**config.mk**
```make
export PLATFORM = sky130hd
export DESIGN_NAME = bcd_convert_scheduler
export DESIGN_NICKNAME = d
export VERILOG_FILES = /design/src/rtl/bcd_convert_scheduler.sv
export SDC_FILE = /design/constraint.sdc
export NUM_CORES = 1
export LEC_CHECK = 0
export BUFFER_PORTS_ARGS = -buffer_cell sky130_fd_sc_hd__buf_2
export CAP_MARGIN = 0
export CORE_UTILIZATION = 57
export CTS_BUF_LIST = sky130_fd_sc_hd__clkbuf_8
export CTS_CLUSTER_DIAMETER = 150
export DETAILED_ROUTE_END_ITERATION = 10
export GPL_TIMING_DRIVEN = 1
export HOLD_SLACK_MARGIN = 0.03
export PLACE_DENSITY = 0.91
export SYNTH_ARGS = -nofsm -noshare
export SYNTH_HDL_FRONTEND = slang
export SYNTH_SLANG_ARGS = --single-unit
```
**constraint.sdc**
```tcl
create_clock -name clk -period 2.1 [get_ports clk]
set_clock_uncertainty 0.2 [all_clocks]
set_input_delay 0.315 -clock clk [delete_from_list [all_inputs] [get_ports clk]]
set_output_delay 0.315 -clock clk [all_outputs]
set_load 0.05 [all_outputs]
```
**src/rtl/bcd_convert_scheduler.sv**
```systemverilog
// Two-requester binary-to-BCD converter: round-robin arbitration in front of a
// shared double-dabble engine that retires one input bit per clock.
module bcd_convert_scheduler #(
    parameter int WIDTH  = 32,
    parameter int DIGITS = 10,
    parameter int CNT_W  = 6
) (
    input  logic                  clk,
    input  logic                  Reset,
    input  logic                  req0,
    input  logic [WIDTH-1:0]      value0,
    input  logic                  req1,
    input  logic [WIDTH-1:0]      value1,
    output logic                  ack0,
    output logic                  ack1,
    output logic                  busy,
    output logic [4*DIGITS-1:0]   bcd_out,
    output logic                  src_id,
    output logic                  valid
);

    typedef enum logic {
        IDLE    = 1'b0,
        CONVERT = 1'b1
    } state_t;

    localparam logic [CNT_W-1:0] LAST_CNT = CNT_W'(WIDTH - 1);

    state_t                state_q;
    logic [WIDTH-1:0]      shift_q;
    logic [4*DIGITS-1:0]   acc_q;
    logic [CNT_W-1:0]      cnt_q;
    logic                  grant_id_q;
    logic                  last_grant_q;

    logic [4*DIGITS-1:0]   acc_adj;
    logic [4*DIGITS-1:0]   acc_d;
    logic                  grant0;
    logic                  grant1;

    // Add-3 correction is per digit with no carry between digits.
    genvar gi;
    generate
        for (gi = 0; gi < DIGITS; gi++) begin : g_digit
            assign acc_adj[4*gi +: 4] = (acc_q[4*gi +: 4] >= 4'd5) ?
                                        acc_q[4*gi +: 4] + 4'd3 :
                                        acc_q[4*gi +: 4];
        end
    endgenerate

    assign acc_d = {acc_adj[4*DIGITS-2:0], shift_q[WIDTH-1]};

    // On a tie the requester that did not win last time is served.
    assign grant0 = req0 && (!req1 || last_grant_q);
    assign grant1 = req1 && (!req0 || !last_grant_q);

    always_ff @(posedge clk) begin
        if (!Reset) begin
            state_q      <= IDLE;
            shift_q      <= '0;
            acc_q        <= '0;
            cnt_q        <= '0;
            grant_id_q   <= 1'b0;
            last_grant_q <= 1'b1;
            ack0         <= 1'b0;
            ack1         <= 1'b0;
            busy         <= 1'b0;
            valid        <= 1'b0;
            bcd_out      <= '0;
            src_id       <= 1'b0;
        end else begin
            ack0  <= 1'b0;
            ack1  <= 1'b0;
            valid <= 1'b0;
            case (state_q)
                IDLE: begin
                    if (grant0 || grant1) begin
                        shift_q      <= grant1 ? value1 : value0;
                        acc_q        <= '0;
                        cnt_q        <= '0;
                        grant_id_q   <= grant1;
                        last_grant_q <= grant1;
                        ack0         <= grant0;
                        ack1         <= grant1;
                        busy         <= 1'b1;
                        state_q      <= CONVERT;
                    end
                end
                CONVERT: begin
                    acc_q   <= acc_d;
                    shift_q <= shift_q << 1;
                    cnt_q   <= cnt_q + 1'b1;
                    // Result is published only once complete, never mid-conversion.
                    if (cnt_q == LAST_CNT) begin
                        bcd_out <= acc_d;
                        src_id  <= grant_id_q;
                        valid   <= 1'b1;
                        busy    <= 1'b0;
                        state_q <= IDLE;
                    end
                end
                default: state_q <= IDLE;
            endcase
        end
    end

endmodule
```
After elaboration in Yosys (flattened, before gate mapping)
Cells that the tools add are included.

Register bits after elaboration: 126. Bits of input ports: 68. Output and inout port bits: 45. Word-level logic and storage cells: 76.

Add/sub/neg operators: 11. $lt $le $gt $ge: 10. Eq/ne operators: 3. Mux-type cells: 24. Bitwise operators: 3. Reductions and logical operators: 13.

Operators by type and width (count): $pmux 40 s2 (1); $mux 32 (2); $pmux 32 s2 (1); $ge 4x3->1 const B (10); $mux 40 (1); $add 4x2->4 const B (9); $mux 4 (9); $pmux 6 s2 (1); $reduce_and 2->1 (4); $add 6x1->6 const B (1); $eq 6x5->1 const B (1); $mux 6 (1); $mux 1 (5); $pmux 1 s2 (2); $add 3x2->3 const B (1); $logic_not 1->1 (3); $logic_or 1x1->1 (3); $mux 3 (1); $not 1->1 (3); $reduce_or 3->1 (1); $logic_and 1x1->1 (2); $ne 2x1->1 const B (1); $ne 2x2->1 const B (1).

Depth between registers and ports, before layout
Depth after elaboration: 6. Gate-level depth with buffers: 6. Gate-level depth less buffers: 6.

Least setup slack after synthesis
OpenSTA, ideal clock, no wires.

Path type: flip-flop to flip-flop. Start point: register cnt_q[0]. End point: register bcd_out[11]. Setup time: 0.091 ns. Arrival: 1.459 ns. Data required time: 1.809 ns. Path slack: 0.350 ns. Stages on the path, launching flop included: 7. Buffers on the path: 1. Period minus slack after synthesis: 1.750 ns. Cells stage by stage: dfxtp_1 -> ha_1 -> nand2_1 -> nor4_4 -> buf_2 -> nor2_1 -> a311oi_1.

Word-level cells in the longest chain between the ends: 2.

Ends and longest elaborated chain: start: declaration (line 32) `logic [CNT_W-1:0] cnt_q;`; start signal: assignment (line 92) `cnt_q <= cnt_q + 1'b1;`; $eq 6x5->1 (line 94) `if (cnt_q == LAST_CNT) begin`; $reduce_and 2->1 (no source line); end signal: assignment (line 69) `bcd_out <= '0;`; end signal: assignment (line 95) `bcd_out <= acc_d;`; end: declaration (line 17) `output logic [4*DIGITS-1:0] bcd_out,`.

No other way between the ends. A chain may end at the register's enable or synchronous reset.

Worst setup path after layout
Start point: register state_q. End point: register shift_q[2].

Word-level cells in the longest chain between the ends: 2. Elaborated cells between the ends (all ways): 3. Those cells by class: 1 x eq/ne; 1 x mux; 1 x bitwise.

Ends and longest elaborated chain: start: declaration (line 29) `state_t state_q;`; start signal: assignment (line 59) `state_q <= IDLE;`; start signal: assignment (line 86) `state_q <= CONVERT;`; start signal: assignment (line 99) `state_q <= IDLE;`; $not 1->1 (no source line); $pmux 32 s2 / $ne 2x2->1 (equally long branches); end signal: assignment (line 78) `shift_q <= grant1 ? value1 : value0;`; end signal: assignment (line 91) `shift_q <= shift_q << 1;`; end: declaration (line 30) `logic [WIDTH-1:0] shift_q;`.

Parallel ways exist; a longest one is shown, timed or not.

==> results_dict.tcl <==
set metrics [dict create \
    status "finished, violations left" \
    violations "setup timing" \
    grt_usage_pct 35.2 \
    clock-root-buffer "clkbuf_8" \
    hold_violations 0 \
    port-buffer-count 112 \
    criticalPathCategory "flop to flop" \
    crit_arrival_ns 2.46 \
    pin_count 113 \
    r2r-start "state_q" \
    cts_inserted_buffers 17 \
    postSynth.topFlopCell "dfxtp_1" \
    synth_nets 771 \
    drc 0 \
    synth_top_area_share_pct 43.7 \
    synth_area_leaders "dfxtp_1, o21ai_0, mux2_2" \
    setup_viol 2 \
    power_density_nw_per_um2 673 \
    clock_path_buffers 2 \
    relSlewSlack_pct 38.2 \
    dr_total_vias 6213 \
    netlist_area_um2 5770 \
    globalplace.congestion 0.848 \
    layout-drive-gt1-share_pct 25.8 \
    routed_wl_um 19100 \
    netlist_instances 682 \
    synth_seq_cells 126 \
    worst_setup_hold_path_clk_slew_ns 0.08 \
    syn_avg_cell_area_um2 8.47 \
    die_area_um2 10500 \
    clock_latency_ns 0.45 \
    r2r_end "shift_q[2]" \
    dp_hpwl_um 10200 \
    synthXorXnorAreaFrac_pct 1.52 \
    worst_setup_path_start_kind "flop" \
    yosys-top-cells-count "dfxtp_1, o21ai_0, nand2_1, a21oi_1, o22ai_1" \
    via_per_inst 6.27 \
    total_power_mw 5.05 \
    synth_most_common_cell "dfxtp_1" \
    grt.overflow.total 0 \
    synth-edff-count 0 \
    fp.dieH_um 103 \
    worstHoldStart "value0[29]" \
    tns_ns -0.206 \
    synth_compound_area_share_pct 23.8 \
    rr_worst_depth 6 \
    htree_levels 4 \
    firstDrtPassIters 6 \
    hold_path_depth 3 \
    num_rows 36 \
    synth_top_family_by_area "compound AO/OA/AOI/OAI gates" \
    hold_class "primary input to flop" \
    max-cap-violations 0 \
    muxShareOfSynthArea_pct 7.54 \
    synth_top_area_cell "dfxtp_1" \
    finalWorstSetupSlack_ns -0.175 \
    whs_endpoint "shift_q[29]" \
    path_max_fanout 23 \
    synthToLayoutAreaGrowth_pct 29.9 \
    grt_antenna_before_repair 0 \
    async_reset_ff_share_pct 0 \
    die_x_um 103 \
    core_area_um2 9770 \
    ys_warn_count 0 \
    holdWs_ns 0.0564 \
    grt_max_degree 38 \
    critPathCaptureType "flop" \
    drtIter0Drc 547 \
    max_clock_freq_mhz 440 \
    ys_seq_area_share_pct 43.7 \
    leakage_nw 2.98 \
    vdd_drop_max_uv 535 \
    post-route-util_pct 76.8 \
    grt_pass1_wl_um 28500 \
    ff2ff_setup_slack_ns -0.17 \
    place_inst 905 \
    wl_per_cell_um 19.3 \
    ys_types 37 \
    fin_cells 991 \
    initial_core_util_pct 59.1 \
    period_needed_ns 2.27 \
    tightest_slew_ns 0.919 \
    synth_fa_ha_area_share_pct 4.55 \
    fin_nets 935 \
    ant_nets 0 \
    yosys.area_share.simple_pct 14.5 \
    finalMaxSlewViolations 0 \
    fillCellCount 635 \
    critPathRequiredTime_ns 2.28 \
    grt_pass1_vias 5976 \
    cts.sinks 126 \
    cts_tree "yes" \
    min_period_over_period_pct 108 \
]
## placed cells by master, fill, tap and decap left out, types with 2 or more instances in the layout
cell type      netlist  layout
a211oi_1             6       6
a21o_1               5       5
a21oi_1             48      48
a22o_1               2       2
a311oi_1             7       7
buf_12               0       2
buf_2                5     112
buf_4                0      20
buf_6                0       5
clkbuf_8             0      21
clkinv_2             0       5
dfxtp_1            126     124
dfxtp_2              0       2
dlygate4sd3_1        0      48
ha_1                21      20
inv_1               22      24
mux2_2              36      36
mux2i_1              3       3
nand2_1             90      90
nand2b_1            14      13
nand3_1             13      13
nor2_1              20      18
nor2_4               0       2
nor3_1              12      11
nor3b_1             15      15
o21ai_0            119     112
o21ai_1              0       6
o22ai_1             46      46
o31ai_1              5       5
or3_1                2       2
or3b_2               4       4
xnor2_1             10      10
## worst max-delay path by stage
stage	slack [ns]	cells past startpoint	from	endpoint
2_1_floorplan	0.35	6	cnt_q[0]	bcd_out[11]
3_3_place_gp	0.25	7	cnt_q[0]	bcd_out[5]
3_5_place_dp	0.16	7	cnt_q[0]	bcd_out[1]
4_1_cts	0.02	6	last_grant_q	shift_q[6]
5_1_grt	-0.20	6	state_q	shift_q[2]
6_report	-0.17	6	state_q	shift_q[2]
## power breakdown
group | switching (mW) | internal (mW)
logic | 0.314 | 0.265
registers | 0.0493 | 2.46
clock network | 0.939 | 1.03
## what timing repair did
item | 4_1_cts | 5_1_grt
setup buffers | 0 | 5
endpoints found under the setup margin | 0 | 39
gates resized for setup | 0 | 23
hold buffers | 49 | 0
endpoints found under the hold margin | 30 | 0
## critical path, cell delays in order (launching register included)
cell	delay [ns]
dfxtp_1	0.32
buf_4	0.23
nor2_4	0.17
clkbuf_4	0.27
o21ai_0	0.17
o21ai_0	0.25
dlygate4sd3_1	0.60
## layout make-up
cell class              instances  area, um2  area share, %
clock inverters                 9       70.1          0.934
clock buffers                  21        289           3.85
inverters                      23       86.3           1.15
diodes                          1       2.50         0.0333
flip-flops and latches        126       2520           33.7
multi-input cells             489       3040           40.6
well taps                     133        166           2.22
repair buffers                189       1320           17.6
## flip-flops by register name (all words and copies together), names as in the netlist
signal,count
grant_id_q,1
state_q,1
acc_q,40
src_id,1
valid,1
cnt_q,6
ack0,1
bcd_out,40
shift_q,32
last_grant_q,1
ack1,1
busy,1
## layer usage
metal | GRT usage [%] | vias up | wire (um)
met5 | 0 | - | 0
met4 | 21.1 | 0 | 1230
met3 | 8.34 | 139 | 1690
met2 | 62.7 | 426 | 9380
met1 | 37.9 | 2883 | 6850
li1 | - | 2765 | -
## logic make-up after synthesis
kind of cell               after synthesis
xor gates and xnor gates                10
muxes                                   39
and+or+nand+nor                        175
AOI/OAI and AO/OA                      244
adders and majority gates               21
buffers and inverters                   67
DFF                                    126
## metrics by stage
step | instance area [um2] | setup slack, ns
floorplan | 5770 | 0.350
global placement | 6530 | 0.252
detailed placement | 6530 | 0.157
CTS | 7380 | 0.0154
global route | 7500 | -0.204
finish | 7500 | -0.175
Power figures use the tool's default switching activity.
